[config.mk]
export PLATFORM = sky130hd
export DESIGN_NAME = ahb_bus_decoder_param
export DESIGN_NICKNAME = d
export VERILOG_FILES = /design/src/rtl/ahb_bus_decoder_param_pkg.sv /design/src/rtl/ahb_bus_decoder_param_default_slave.sv /design/src/rtl/ahb_bus_decoder_param.sv
export SDC_FILE = /design/constraint.sdc
export NUM_CORES = 1
export LEC_CHECK = 0
export ABC_AREA = 0
export CELL_PAD_IN_SITES_DETAIL_PLACEMENT = 0
export CELL_PAD_IN_SITES_GLOBAL_PLACEMENT = 1
export CORE_ASPECT_RATIO = 1.2
export CORE_UTILIZATION = 22
export DETAILED_ROUTE_END_ITERATION = 16
export GPL_TIMING_DRIVEN = 0
export HOLD_SLACK_MARGIN = 0.12
export PLACE_DENSITY_LB_ADDON = 0.1
export SETUP_SLACK_MARGIN = 0.2
export SLEW_MARGIN = 15
export SYNTH_ARGS = -nofsm -noshare
export SYNTH_HDL_FRONTEND = slang
export SYNTH_SLANG_ARGS = --single-unit
[constraint.sdc]
create_clock -name clk -period 3.58 [get_ports clk]
set_clock_uncertainty 0.15 [all_clocks]
set_input_delay 0.895 -clock clk [delete_from_list [all_inputs] [get_ports clk]]
set_output_delay 0.895 -clock clk [all_outputs]
set_load 0.01 [all_outputs]
[src/rtl/ahb_bus_decoder_param_pkg.sv]
// Shared AHB bus definitions for the parametrised decoder: transfer/response
// encodings, the default five-slave address map and the data-phase state types.
package ahb_bus_decoder_param_pkg;

  localparam int unsigned WORD_WIDTH = 32;

  localparam logic [1:0] HTRANS_IDLE   = 2'b00;
  localparam logic [1:0] HTRANS_BUSY   = 2'b01;
  localparam logic [1:0] HTRANS_NONSEQ = 2'b10;
  localparam logic [1:0] HTRANS_SEQ    = 2'b11;

  localparam logic [1:0] HRESP_OKAY  = 2'b00;
  localparam logic [1:0] HRESP_ERROR = 2'b01;

  localparam logic [31:0] CLINT_BASE = 32'h0200_0000;
  localparam logic [31:0] CLINT_MASK = 32'hFFFF_0000;
  localparam logic [31:0] PLIC_BASE  = 32'h0C00_0000;
  localparam logic [31:0] PLIC_MASK  = 32'hFC00_0000;
  localparam logic [31:0] UART_BASE  = 32'h1000_0000;
  localparam logic [31:0] UART_MASK  = 32'hFFFF_F000;
  localparam logic [31:0] SPI0_BASE  = 32'h1001_0000;
  localparam logic [31:0] SPI0_MASK  = 32'hFFFF_F000;
  localparam logic [31:0] DTUBE_BASE = 32'h8000_0000;
  localparam logic [31:0] DTUBE_MASK = 32'hFFFF_FFF0;

  // Slave 0 sits in the least significant word.
  localparam logic [5*32-1:0] DEF_SLV_BASE =
    {DTUBE_BASE, SPI0_BASE, UART_BASE, PLIC_BASE, CLINT_BASE};
  localparam logic [5*32-1:0] DEF_SLV_MASK =
    {DTUBE_MASK, SPI0_MASK, UART_MASK, PLIC_MASK, CLINT_MASK};

  typedef enum logic [1:0] {
    D_NONE,
    D_SLV,
    D_ERR
  } dphase_e;

  typedef enum logic [1:0] {
    E_IDLE,
    E_ERR1,
    E_ERR2
  } err_e;

  function automatic logic htrans_active(input logic [1:0] htrans);
    return (htrans == HTRANS_NONSEQ) || (htrans == HTRANS_SEQ);
  endfunction

endpackage

[src/rtl/ahb_bus_decoder_param_default_slave.sv]
// Built-in AHB default slave: two-cycle ERROR response sequencer plus capture
// of the address that triggered it.
module ahb_default_slave
  import ahb_bus_decoder_param_pkg::*;
#(
  parameter int unsigned AW = WORD_WIDTH
) (
  input  logic          clk,
  input  logic          rst_n,
  input  logic          start_i,
  input  logic [AW-1:0] addr_i,
  output logic          hready_o,
  output logic [1:0]    hresp_o,
  output logic          dec_err_o,
  output logic [AW-1:0] dec_err_addr_o
);

  err_e          state_q, state_d;
  logic          dec_err_q, dec_err_d;
  logic [AW-1:0] addr_q, addr_d;

  always_comb begin
    state_d   = state_q;
    dec_err_d = start_i;
    addr_d    = start_i ? addr_i : addr_q;
    unique case (state_q)
      E_IDLE:  if (start_i) state_d = E_ERR1;
      E_ERR1:  state_d = E_ERR2;
      // ERR2 completes the response, so a new unmapped transfer may start here.
      E_ERR2:  state_d = start_i ? E_ERR1 : E_IDLE;
      default: state_d = E_IDLE;
    endcase
  end

  always_ff @(posedge clk or negedge rst_n) begin
    if (!rst_n) begin
      state_q   <= E_IDLE;
      dec_err_q <= 1'b0;
      addr_q    <= '0;
    end else begin
      state_q   <= state_d;
      dec_err_q <= dec_err_d;
      addr_q    <= addr_d;
    end
  end

  assign hready_o       = (state_q != E_ERR1);
  assign hresp_o        = (state_q == E_IDLE) ? HRESP_OKAY : HRESP_ERROR;
  assign dec_err_o      = dec_err_q;
  assign dec_err_addr_o = addr_q;

endmodule

[src/rtl/ahb_bus_decoder_param.sv]
// Parametrised AHB address decoder and response mux with built-in default slave.
// Optional slave-stall timeout is enabled by defining AHB_DEC_TIMEOUT_EN.
module ahb_bus_decoder_param
  import ahb_bus_decoder_param_pkg::*;
#(
  parameter int unsigned            NSLV           = 5,
  parameter int unsigned            AW             = WORD_WIDTH,
  parameter logic [NSLV*AW-1:0]     SLV_BASE       = DEF_SLV_BASE,
  parameter logic [NSLV*AW-1:0]     SLV_MASK       = DEF_SLV_MASK,
  parameter int unsigned            TIMEOUT_CYCLES = 256
) (
  input  logic                 clk,
  input  logic                 rst_n,
  input  logic [AW-1:0]        CPU_HADDR,
  input  logic [1:0]           CPU_HTRANS,
  input  logic [NSLV*AW-1:0]   S_HRDATA,
  input  logic [NSLV-1:0]      S_HREADY,
  input  logic [NSLV*2-1:0]    S_HRESP,
  output logic [NSLV-1:0]      HSEL,
  output logic [AW-1:0]        CPU_HRDATA,
  output logic                 CPU_HREADY,
  output logic [1:0]           CPU_HRESP,
  output logic                 DEC_ERR,
  output logic [AW-1:0]        DEC_ERR_ADDR
);

  localparam int unsigned IW = (NSLV > 1) ? $clog2(NSLV) : 1;

  if (NSLV < 1 || NSLV > 8 || TIMEOUT_CYCLES < 1) begin : g_bad_cfg
    $error("ahb_bus_decoder_param: NSLV must be 1..8 and TIMEOUT_CYCLES >= 1");
  end

  logic [NSLV-1:0] hit;
  logic            any_hit;
  logic [IW-1:0]   hit_idx;
  logic            active;
  logic            accept;

  dphase_e         state_q, state_d;
  logic [IW-1:0]   idx_q, idx_d;

  logic            slv_hready;
  logic [1:0]      slv_hresp;
  logic [AW-1:0]   slv_hrdata;

  logic            err_start;
  logic [AW-1:0]   err_addr;
  logic            err_hready;
  logic [1:0]      err_hresp;
  logic            to_fire;

  always_comb begin
    hit = '0;
    for (int unsigned i = 0; i < NSLV; i++) begin
      hit[i] = ((CPU_HADDR & SLV_MASK[i*AW +: AW]) == SLV_BASE[i*AW +: AW]);
    end
  end

  // Lowest index wins on overlapping windows, keeping HSEL one-hot or zero.
  always_comb begin
    HSEL    = '0;
    hit_idx = '0;
    any_hit = 1'b0;
    for (int unsigned i = 0; i < NSLV; i++) begin
      if (hit[i] && !any_hit) begin
        HSEL[i] = 1'b1;
        hit_idx = IW'(i);
        any_hit = 1'b1;
      end
    end
  end

  always_comb begin
    slv_hready = 1'b1;
    slv_hresp  = HRESP_OKAY;
    slv_hrdata = '0;
    for (int unsigned i = 0; i < NSLV; i++) begin
      if (idx_q == IW'(i)) begin
        slv_hready = S_HREADY[i];
        slv_hresp  = S_HRESP[2*i +: 2];
        slv_hrdata = S_HRDATA[i*AW +: AW];
      end
    end
  end

  always_comb begin
    CPU_HREADY = 1'b1;
    CPU_HRESP  = HRESP_OKAY;
    CPU_HRDATA = '0;
    unique case (state_q)
      D_SLV: begin
        CPU_HREADY = slv_hready;
        CPU_HRESP  = slv_hresp;
        CPU_HRDATA = slv_hrdata;
      end
      D_ERR: begin
        CPU_HREADY = err_hready;
        CPU_HRESP  = err_hresp;
      end
      default: ;
    endcase
  end

  assign active    = htrans_active(CPU_HTRANS);
  assign accept    = CPU_HREADY;
  assign err_start = (accept && active && !any_hit) || to_fire;

  always_comb begin
    state_d = state_q;
    idx_d   = idx_q;
    if (to_fire) begin
      state_d = D_ERR;
    end else if (accept) begin
      if (!active) begin
        state_d = D_NONE;
      end else if (any_hit) begin
        state_d = D_SLV;
        idx_d   = hit_idx;
      end else begin
        state_d = D_ERR;
      end
    end
  end

  always_ff @(posedge clk or negedge rst_n) begin
    if (!rst_n) begin
      state_q <= D_NONE;
      idx_q   <= '0;
    end else begin
      state_q <= state_d;
      idx_q   <= idx_d;
    end
  end

`ifdef AHB_DEC_TIMEOUT_EN
  localparam int unsigned TW = $clog2(TIMEOUT_CYCLES) + 1;

  logic [TW-1:0] to_cnt_q, to_cnt_d;
  logic [AW-1:0] dp_addr_q, dp_addr_d;
  logic          stall;

  // A stalled slave can never coincide with an acceptance, so clearing on
  // "not stalling" also covers the clear-on-acceptance case.
  assign stall   = (state_q == D_SLV) && !slv_hready;
  assign to_fire = stall && (to_cnt_q == TW'(TIMEOUT_CYCLES - 1));

  always_comb begin
    to_cnt_d  = (stall && !to_fire) ? to_cnt_q + 1'b1 : '0;
    dp_addr_d = (accept && active && any_hit) ? CPU_HADDR : dp_addr_q;
  end

  always_ff @(posedge clk or negedge rst_n) begin
    if (!rst_n) begin
      to_cnt_q  <= '0;
      dp_addr_q <= '0;
    end else begin
      to_cnt_q  <= to_cnt_d;
      dp_addr_q <= dp_addr_d;
    end
  end

  assign err_addr = to_fire ? dp_addr_q : CPU_HADDR;
`else
  assign to_fire  = 1'b0;
  assign err_addr = CPU_HADDR;
`endif

  ahb_default_slave #(
    .AW (AW)
  ) u_default_slave (
    .clk            (clk),
    .rst_n          (rst_n),
    .start_i        (err_start),
    .addr_i         (err_addr),
    .hready_o       (err_hready),
    .hresp_o        (err_hresp),
    .dec_err_o      (DEC_ERR),
    .dec_err_addr_o (DEC_ERR_ADDR)
  );

endmodule

Word level (Yosys, flattened, before mapping)
Cells that the tools add are included.
- add/sub/neg operators: 0
- multipliers: 0
- divide/modulo/power cells: 0
- order comparisons: 0
- equality and inequality tests: 17
- shift-type cells: 0
- muxes and demuxes: 37
- bitwise logic cells: 0
- reductions and logical operators: 15
- operators with widths (operator ; count):
    two-way mux 32 bit ; 6
    == test 20 x 17 -> 1 bit, second input constant ; 2
    == test 28 bit, second input constant ; 1
    two-way mux 1 bit ; 17
    == test 16 x 10 -> 1 bit, second input constant ; 1
    two-way mux 2 bit ; 8
    two-way mux 3 bit ; 3
    == test 2 bit, second input constant ; 4
    == test 3 x 2 -> 1 bit, second input constant ; 2
    == test 6 x 2 -> 1 bit, second input constant ; 1
    logical AND 1 bit ; 6
    case mux 2 bit (3 select lines) ; 1
    logical NOT 1 bit ; 5
    == test 2 x 1 -> 1 bit, second input constant ; 2
    inequality test 2 x 1 -> 1 bit, second input constant ; 2
    case mux 2 bit (2 select lines) ; 1
    == test 3 x 1 -> 1 bit, second input constant ; 1
    == test 3 bit, second input constant ; 1
    logical NOT 3 bit ; 1
    AND reduction 3 bit ; 1
    logical NOT 2 bit ; 1
    case mux 1 bit (2 select lines) ; 1
    logical OR 1 bit ; 1
- flip-flop bits (word level): 40
- bits in latches: 0
- memory bits (writable): 0
- bits in read-only memories: 0
- input bits: 211
- output and inout bits: 73
- logic and storage cells: 74
- memories kept: 0

Depth between registers and ports, before layout
Gate-level depths: netlist of the first run.
- word-level depth: 18
- gate-level depth with buffers: 9
- depth with buffers taken out: 8

Modules after synthesis
From an unflattened synthesis of the first run, not the netlist that was laid out.
- cell total of the unflattened synthesis: 260
- area total of the unflattened synthesis: 3305.7 µm²
- by module, submodules not included (module ; instances ; cells an instance ; area each (µm²) ; seq. area each (µm²)):
    ahb_bus_decoder_param ; 1 ; 183 ; 1853.0 ; 125.1
    ahb_default_slave ; 1 ; 77 ; 1452.6 ; 875.8

Worst setup path before layout of the first run
OpenSTA, ideal clock, no wires.
- path kind: input -> output
- start point: input port CPU_HADDR[13]
- end point: output port HSEL[2]
- data arrival time: 2.198 ns
- data required time: 2.535 ns
- slack: 0.337 ns
- stages on the path: 3
- buffers on the path: 0
- cell sequence: or4_1 or3b_1 nor4_1
- cells in the longest elaborated chain, start to end: 3
- ends and longest elaborated chain (what ; RTL line ; source):
    from (decl) ; ahb_bus_decoder_param.sv:14 ; input logic [AW-1:0] CPU_HADDR,
    == test 20 x 17 -> 1 bit ; ahb_bus_decoder_param.sv:55 ; hit[i] = ((CPU_HADDR & SLV_MASK[i*AW +: AW]) == SLV_BASE[i*AW +: AW]);
    logical AND 1 bit ; ahb_bus_decoder_param.sv:65 ; if (hit[i] && !any_hit) begin
    two-way mux 1 bit ; ahb_bus_decoder_param.sv:65 ;
    to (decl) ; ahb_bus_decoder_param.sv:19 ; output logic [NSLV-1:0] HSEL,
No other way between the ends.

Final worst setup path of the first run
- start point: input port CPU_HADDR[10]
- end point: register idx_q[2]
- elaborated cells on any way between the ends: 5
- those cells by class: 1 x eq/ne; 2 x mux; 2 x reduce/logical
- RTL lines (what ; RTL line ; source):
    == test 28 bit ; ahb_bus_decoder_param.sv:55 ;
    logical AND 1 bit ; ahb_bus_decoder_param.sv:65 ;
    two-way mux 3 bit ; ahb_bus_decoder_param.sv:65 ;
    net hit_idx[2] ; ahb_bus_decoder_param.sv:35 ; logic [IW-1:0] hit_idx;
    to (signal assigned) ; ahb_bus_decoder_param.sv:131 ; idx_q <= idx_d;
    to (decl) ; ahb_bus_decoder_param.sv:40 ; logic [IW-1:0] idx_q, idx_d;
The timed path passes the listed nets, and every way through them passes these cells.
A chain may end at the register's enable or synchronous reset.

==> results of run 1 <==
-- layout make-up --
cell class | count | share of cell area [%]
sequential | 40 | 15.08
buffer | 21 | 2.281
clock inverter | 2 | 0.1885
inverter | 7 | 0.3959
tap | 168 | 3.167
clock buffer | 5 | 1.885
timing repair buffer | 314 | 46.15
multi-input combinational | 182 | 30.84
-- cell families after synthesis --
group | share of synthesized area, %
multiplexers | 38.24
AND/OR/NAND/NOR | 12.95
AO/OA/AOI/OAI | 10.86
flip-flops | 32.79
buffers and inverters | 4.344
adder cells (fa/ha/maj) | 0.8195
-- worst paths after layout --
kind                                                             start                                             end  slack, ns  cells past startpoint
max in group asynchronous                                        rst_n  u_default_slave.dec_err_addr_o[20]$_DFFE_PN0P_       2.37                      2
worst max register to register                  state_q[0]$_DFFE_PN0N_  u_default_slave.dec_err_addr_o[19]$_DFFE_PN0P_       1.24                      8
min in group asynchronous                                        rst_n   u_default_slave.dec_err_addr_o[3]$_DFFE_PN0P_       0.42                      1
worst max-delay path                                     CPU_HADDR[10]                            idx_q[2]$_DFFE_PN0P_      -0.15                     25
worst min register to register  u_default_slave.state_q[1]$_DFFE_PN0P_          u_default_slave.state_q[1]$_DFFE_PN0P_       0.29                      1
worst min-delay path            u_default_slave.state_q[1]$_DFFE_PN0P_          u_default_slave.state_q[1]$_DFFE_PN0P_       0.29                      1
-- routing by layer --
layer / global-route usage (%) / vias to the layer above / part of all wire (%)
met5: 0 / - / 0.11
met4: 4.314 / 2 / 1.7
met3: 7.937 / 18 / 12
met2: 37.03 / 181 / 52
met1: 20.72 / 1703 / 34
li1: - / 1621 / -
-- critical path: stages --
cell and delay (ns):
buf_6 0.09, or4_4 0.55, nor4_4 0.18, nand4_1 0.24, nor2_2 0.20, buf_4 0.14, buf_6 0.08, buf_6 0.08
buf_6 0.09, buf_6 0.08, buf_6 0.08, buf_6 0.08, buf_6 0.08, buf_6 0.08, buf_6 0.08, buf_6 0.08
buf_6 0.08, buf_6 0.08, buf_6 0.08, buf_6 0.08, buf_6 0.09, buf_6 0.08, buf_6 0.08, nand2_2 0.04
o21ai_1 0.07
-- power groups by stage --
stage / Sequential [mW] / Combinational, mW / Clock (mW)
floorplan: 0.853 / 0.655 / 0
global placement: 0.762 / 1.53 / 0
detailed placement: 0.770 / 1.54 / 0
CTS: 0.766 / 1.58 / 0.442
global route: 0.792 / 1.71 / 0.457
finish: 0.764 / 1.58 / 0.430
-- stage by stage --
stage               worst slack [ns]  hold WS (ns)  util (%)  cell area (sq um)
detailed placement           -0.9205        0.2809     45.75               6108
CTS                         -0.03252        0.2895     49.08               6554
global placement             -0.8666        0.2735     45.58               6086
finish                       -0.1451        0.2937     49.70               6636
global route                 -0.1783        0.3191     49.70               6636
floorplan                     0.3366        0.2580         -               3053
-- synth_stat cells, types with 2 or more instances --
library cell  count  share of area, %
mux2i_1           3              0.98
o21ai_0           3              0.49
mux4_2           34                25
mux2_1           27                10
buf_6             3               1.1
and2_1            2              0.41
ha_1              2              0.82
a22oi_1          33               8.1
inv_1             6              0.74
dfrtp_1          40                33
nor3_1            3              0.49
clkbuf_1         10               1.2
nor4_1            4              0.82
a21oi_1           2              0.33
nand2_1           4              0.49
buf_1             6              0.74
or3_1             2              0.41
o21bai_1          2              0.49
nor2_1            7              0.86
nor4b_1           2              0.57
a21o_1            2              0.49
nor2b_1          33               6.8
or4_1             2              0.49
nand3_1           2              0.33
mux2_2            6               2.2
-- flip-flops by register name, indices dropped and copies added, names as in the netlist --
signal,cells
idx_q,3
u_default_slave.dec_err_addr_o,32
u_default_slave.dec_err_o,1
state_q,2
u_default_slave.state_q,2
-- what timing repair did --
action | 4_1_cts | 5_1_grt
gates resized for setup | 171 | 23
endpoints found under the setup margin | 68 | 37
hold buffers | 0 | 0
buffers inserted | 26 | 5
pin swaps | 11 | 10
==> impl_metrics.json, run 1 <==
{
  "run_status": "finished, violations left",
  "failed_checks": "negative setup slack",
  "fp.dieArea_sq_mm": 0.01435,
  "yosys_most_used_dff": "dfrtp_1",
  "antenna_violating_nets_post_route": 0,
  "worstSetupEndpointType": "register",
  "first_pass_grt_wire_length_um": 21120,
  "slew_headroom_pct": 60.98,
  "drt_first_pass_iters": 4,
  "grt_antenna_before_repair": 1,
  "setup_viol_count_final": 1,
  "cp-start-kind": "input port",
  "count_of_flip_flops_with_a_built_in_enable_after_synthesis": 0,
  "cts_num_sinks": 40,
  "synth_cell_type_count": 35,
  "finalSetupTns_ns": -0.1451,
  "comb_power_share_pct": 57.0,
  "post-route-drc-count": 0,
  "drt_via_density": 4.770,
  "report.final.hold_viol_count": 0,
  "syn_avg_cell_area_sq_um": 12.21,
  "layout.cells.most_common_list": "clkdlybuf4s50_1 (213), dlygate4sd2_1 (50), dfrtp_1 (40)",
  "arrival_ns": 3.78,
  "maxSlewViolCount": 0,
  "maxCapViolations": 0,
  "clockRootBuffer": "clkbuf_16",
  "power_frac_seq_pct": 27.5,
  "seqCellArea_sq_mm": 0.001001,
  "finalCritPeriodShare_pct": 104.1,
  "mappedNetlistArea_sq_mm": 0.003053,
  "synth_sequential_area_ratio_pct": 32.79,
  "placeableCoreArea_sq_mm": 0.01335,
  "critical_path.max_fanout": 2,
  "finalCriticalPeriod_ns": 3.725,
  "power_per_cell_area_mw_per_mm2": 418.4,
  "dp.cells": 701,
  "max_clock_freq_ghz": 0.2685,
  "totalWireLength_um": 14910,
  "cts.reportedPaths.clkPinSlew_ns": 0.06,
  "syn_nets": 463,
  "synth_async_sr_flop_share_pct": 100.0,
  "dp_hpwl_um": 11740,
  "timing.critical_path.required_ns": 3.64,
  "tightest_slew_ns": 0.5853,
  "rsz_0062_raised_after_global_routing": "true",
  "clock_latency_ns": 0.28,
  "finish.cell_count_without_fillers": 739,
  "h-tree-depth": 2,
  "power_switching_mw": 0.8965,
  "pin_count_of_the_biggest_net_entering_global_routing": 22,
  "switching_power_as_a_share_of_total_power_pct": 32.28,
  "antennaDiodeCount": 0,
  "cts_buffers": 5,
  "floorplan.rows": 46,
  "ir_worst_vdd_mv": 0.3539,
  "synth_cells": 250,
  "total_via_count_after_detailed_routing": 3525,
  "synth.ff_latch_count": 40,
  "io-pin-count": 284,
  "port_buffers": 282,
  "worst_hold_path_type": "reg2reg",
  "area_delta_synth_final_pct": 117.4,
  "nNetsFinal": 784,
  "global_route.overflow_total": 0,
  "die_width_um": 109.5,
  "finalWeightedCongestion": 0.8107,
  "cts_tree": "done",
  "layout.cells.most_common": "clkdlybuf4s50_1",
  "cellInternalPower_mw": 1.881,
  "post_route_cells_drive_above_1_share_pct": 23.29,
  "clock_power_share_pct": 15.5,
  "drt-initial-drc-count": 116,
  "grt_use_total_pct": 19.84,
  "final.setup.worst_slack_ns": -0.1451,
  "floorplan.initialDensity_pct": 22.86,
  "class_of_the_most_critical_setup_path": "in2reg",
  "multiInputGateArea_sq_mm": 0.002047,
  "die_h_um": 131.0,
  "static-leakage-power_nw": 2.703,
  "via_count_of_the_first_global_routing_pass": 3733,
  "power.total_mw": 2.777,
  "routed_wire_length_per_instance_um": 20.17,
  "yosys_warnings": 0,
  "cts_buffer_depth": 2,
  "n_fill_cell": 1291
}
Power figures use the tool's default switching activity.
==> inputs of run 2 (changes only) <==
HOLD_SLACK_MARGIN = 0.1   (was 0.12)
clock period = 3.8 ns   (was 3.58 ns; I/O delays follow)
==> impl_metrics.json, run 2 (synthesized netlist as in run 1, its figures left out) <==
{
  "run_status": "finished, final reports clean",
  "worstSetupEndpointType": "register",
  "r2r-end": "u_default_slave.dec_err_addr_o[19]$_DFFE_PN0P_",
  "regToRegStartpoint": "state_q[0]$_DFFE_PN0N_",
  "port_buffers": 282,
  "via_count_of_the_first_global_routing_pass": 3717,
  "antennaDiodeCount": 0,
  "maxSlewViolCount": 0,
  "slew_headroom_pct": 65.90,
  "critical_path.max_fanout": 2,
  "clockRootBuffer": "clkbuf_16",
  "tightest_slew_ns": 0.5115,
  "finalWeightedCongestion": 0.8107,
  "worstHoldEndpoint": "u_default_slave.state_q[1]$_DFFE_PN0P_",
  "grt_antenna_before_repair": 1,
  "met2_routed_wl_um": 7781,
  "layout.cells.most_common_list": "clkdlybuf4s50_1 (213), dlygate4sd2_1 (54), dfrtp_1 (40)",
  "crit_path_max_incr_delay_ns": 0.55,
  "crit_slowest_cell": "or4_4",
  "ctsHoldBuffers": 0,
  "rsz_0062_raised_after_global_routing": "true",
  "finish.cell_count_without_fillers": 737,
  "antenna_violating_nets_post_route": 0,
  "clock_latency_ns": 0.28,
  "routed_wire_length_per_instance_um": 20.17,
  "crit_start": "CPU_HADDR[10]",
  "hold_start": "u_default_slave.state_q[1]$_DFFE_PN0P_",
  "post-route-drc-count": 0,
  "dp_hpwl_um": 11740,
  "area_delta_synth_final_pct": 115.1,
  "finalCritPeriodShare_pct": 99.97,
  "hold_depth": 1,
  "report.final.hold_viol_count": 0,
  "routedLengthMet1_um": 5067,
  "class_of_the_most_critical_setup_path": "in2reg",
  "worstRegToRegCells": 8,
  "reg2reg_slack_ns": 1.48,
  "final.setup.worst_slack_ns": 0.001266,
  "topRoutingLayerUsed": "met5",
  "drt_via_density": 4.715,
  "placeableCoreArea_sq_mm": 0.01335,
  "power_per_cell_area_mw_per_mm2": 393.4,
  "timing.critical_path.required_ns": 3.86,
  "drt-initial-drc-count": 134,
  "wl_met3_um": 1799,
  "crit_path_frequent_cell": "buf_6",
  "cts.reportedPaths.clkPinSlew_ns": 0.06,
  "fp.dieArea_sq_mm": 0.01435,
  "place_worst_setup_slack_ns": -0.7555,
  "drt_first_pass_iters": 6,
  "dp.cells": 701,
  "finalSetupTns_ns": 0,
  "cts_buffers": 5,
  "worst_hold_path_type": "reg2reg",
  "power.total_mw": 2.583,
  "nNetsFinal": 782,
  "totalWireLength_um": 14870,
  "floorplan.rows": 46,
  "maxCapViolations": 0,
  "pin_count_of_the_biggest_net_entering_global_routing": 22,
  "die_width_um": 109.5,
  "cp-start-kind": "input port",
  "cts_num_sinks": 40,
  "cpLargestDelayFamily": "buffers and inverters",
  "global_route.overflow_total": 0,
  "largest_reg_flops": 32,
  "h-tree-depth": 2,
  "arrival_ns": 3.86,
  "cts_buffer_depth": 2,
  "ir_worst_vdd_mv": 0.3347,
  "layout.cells.most_common": "clkdlybuf4s50_1",
  "timing.hold.ws_ns": 0.2932,
  "floorplan.initialDensity_pct": 22.86,
  "cts_tree": "done",
  "finalCriticalPeriod_ns": 3.799,
  "grt_use_total_pct": 19.84,
  "setup_viol_count_final": 0,
  "number_of_buffers_and_inverters_on_the_critical_path": 20,
  "total_via_count_after_detailed_routing": 3475,
  "io-pin-count": 284,
  "max_clock_freq_ghz": 0.2632,
  "first_pass_grt_wire_length_um": 21180,
  "static-leakage-power_nw": 2.709,
  "post_route_cells_drive_above_1_share_pct": 21.44,
  "die_h_um": 131.0
}
run 2: cell types whose count changed in the layout (fill, tap and decap cells not counted), sizes merged:
cell,previous run,this run
buf,55,51
dlygate4sd2,50,54
clkdlybuf4s15,6,3
dlymetal6s2s,0,1
run 2: how the worst max path moves through the flow:
stage                                 to  slack (ns)  cells after the start
floorplan                        HSEL[2]        0.45                      3
global placement                 HSEL[4]       -0.71                      7
detailed placement          CPU_HRESP[1]       -0.76                      7
CTS                         CPU_HRESP[1]       0.007                      5
global route        idx_q[2]$_DFFE_PN0P_       -0.12                     26
finish              idx_q[2]$_DFFE_PN0P_       0.001                     26
run 2: routing by layer:
layer | global-route usage (%) | up-vias
li1 | - | 1613
met1 | 21.11 | 1673
met2 | 36.51 | 174
met3 | 7.837 | 13
met4 | 4.627 | 2
met5 | 0 | -
run 2: metrics by stage:
stage	cell area (sq um)	util [%]
3_3_place_gp	6086	45.58
4_1_cts	6518	48.81
3_5_place_dp	6108	45.75
6_report	6566	49.18
2_1_floorplan	3053	-
5_1_grt	6566	49.18
run 2: area by class of cell:
cell class / count / area (sq um)
timing repair buffer: 312 / 3042
multi-input combinational: 182 / 2017
buffer: 21 / 132.6
fill: 1292 / 6787
clock inverter: 2 / 12.51
sequential: 40 / 1001
inverter: 7 / 26.28
clock buffer: 5 / 125.1
tap: 168 / 210.2
run 2: power breakdown:
group          switching [mW]  internal [mW]
combinational           0.568          0.892
clock                   0.167          0.238
sequential             0.0986          0.620
run 2: timing repair:
action	in CTS	in global routing
endpoints found under the setup margin	40	6
gates cloned	0	0
resized for setup	154	14
pin swaps	10	6
buffers inserted	28	1
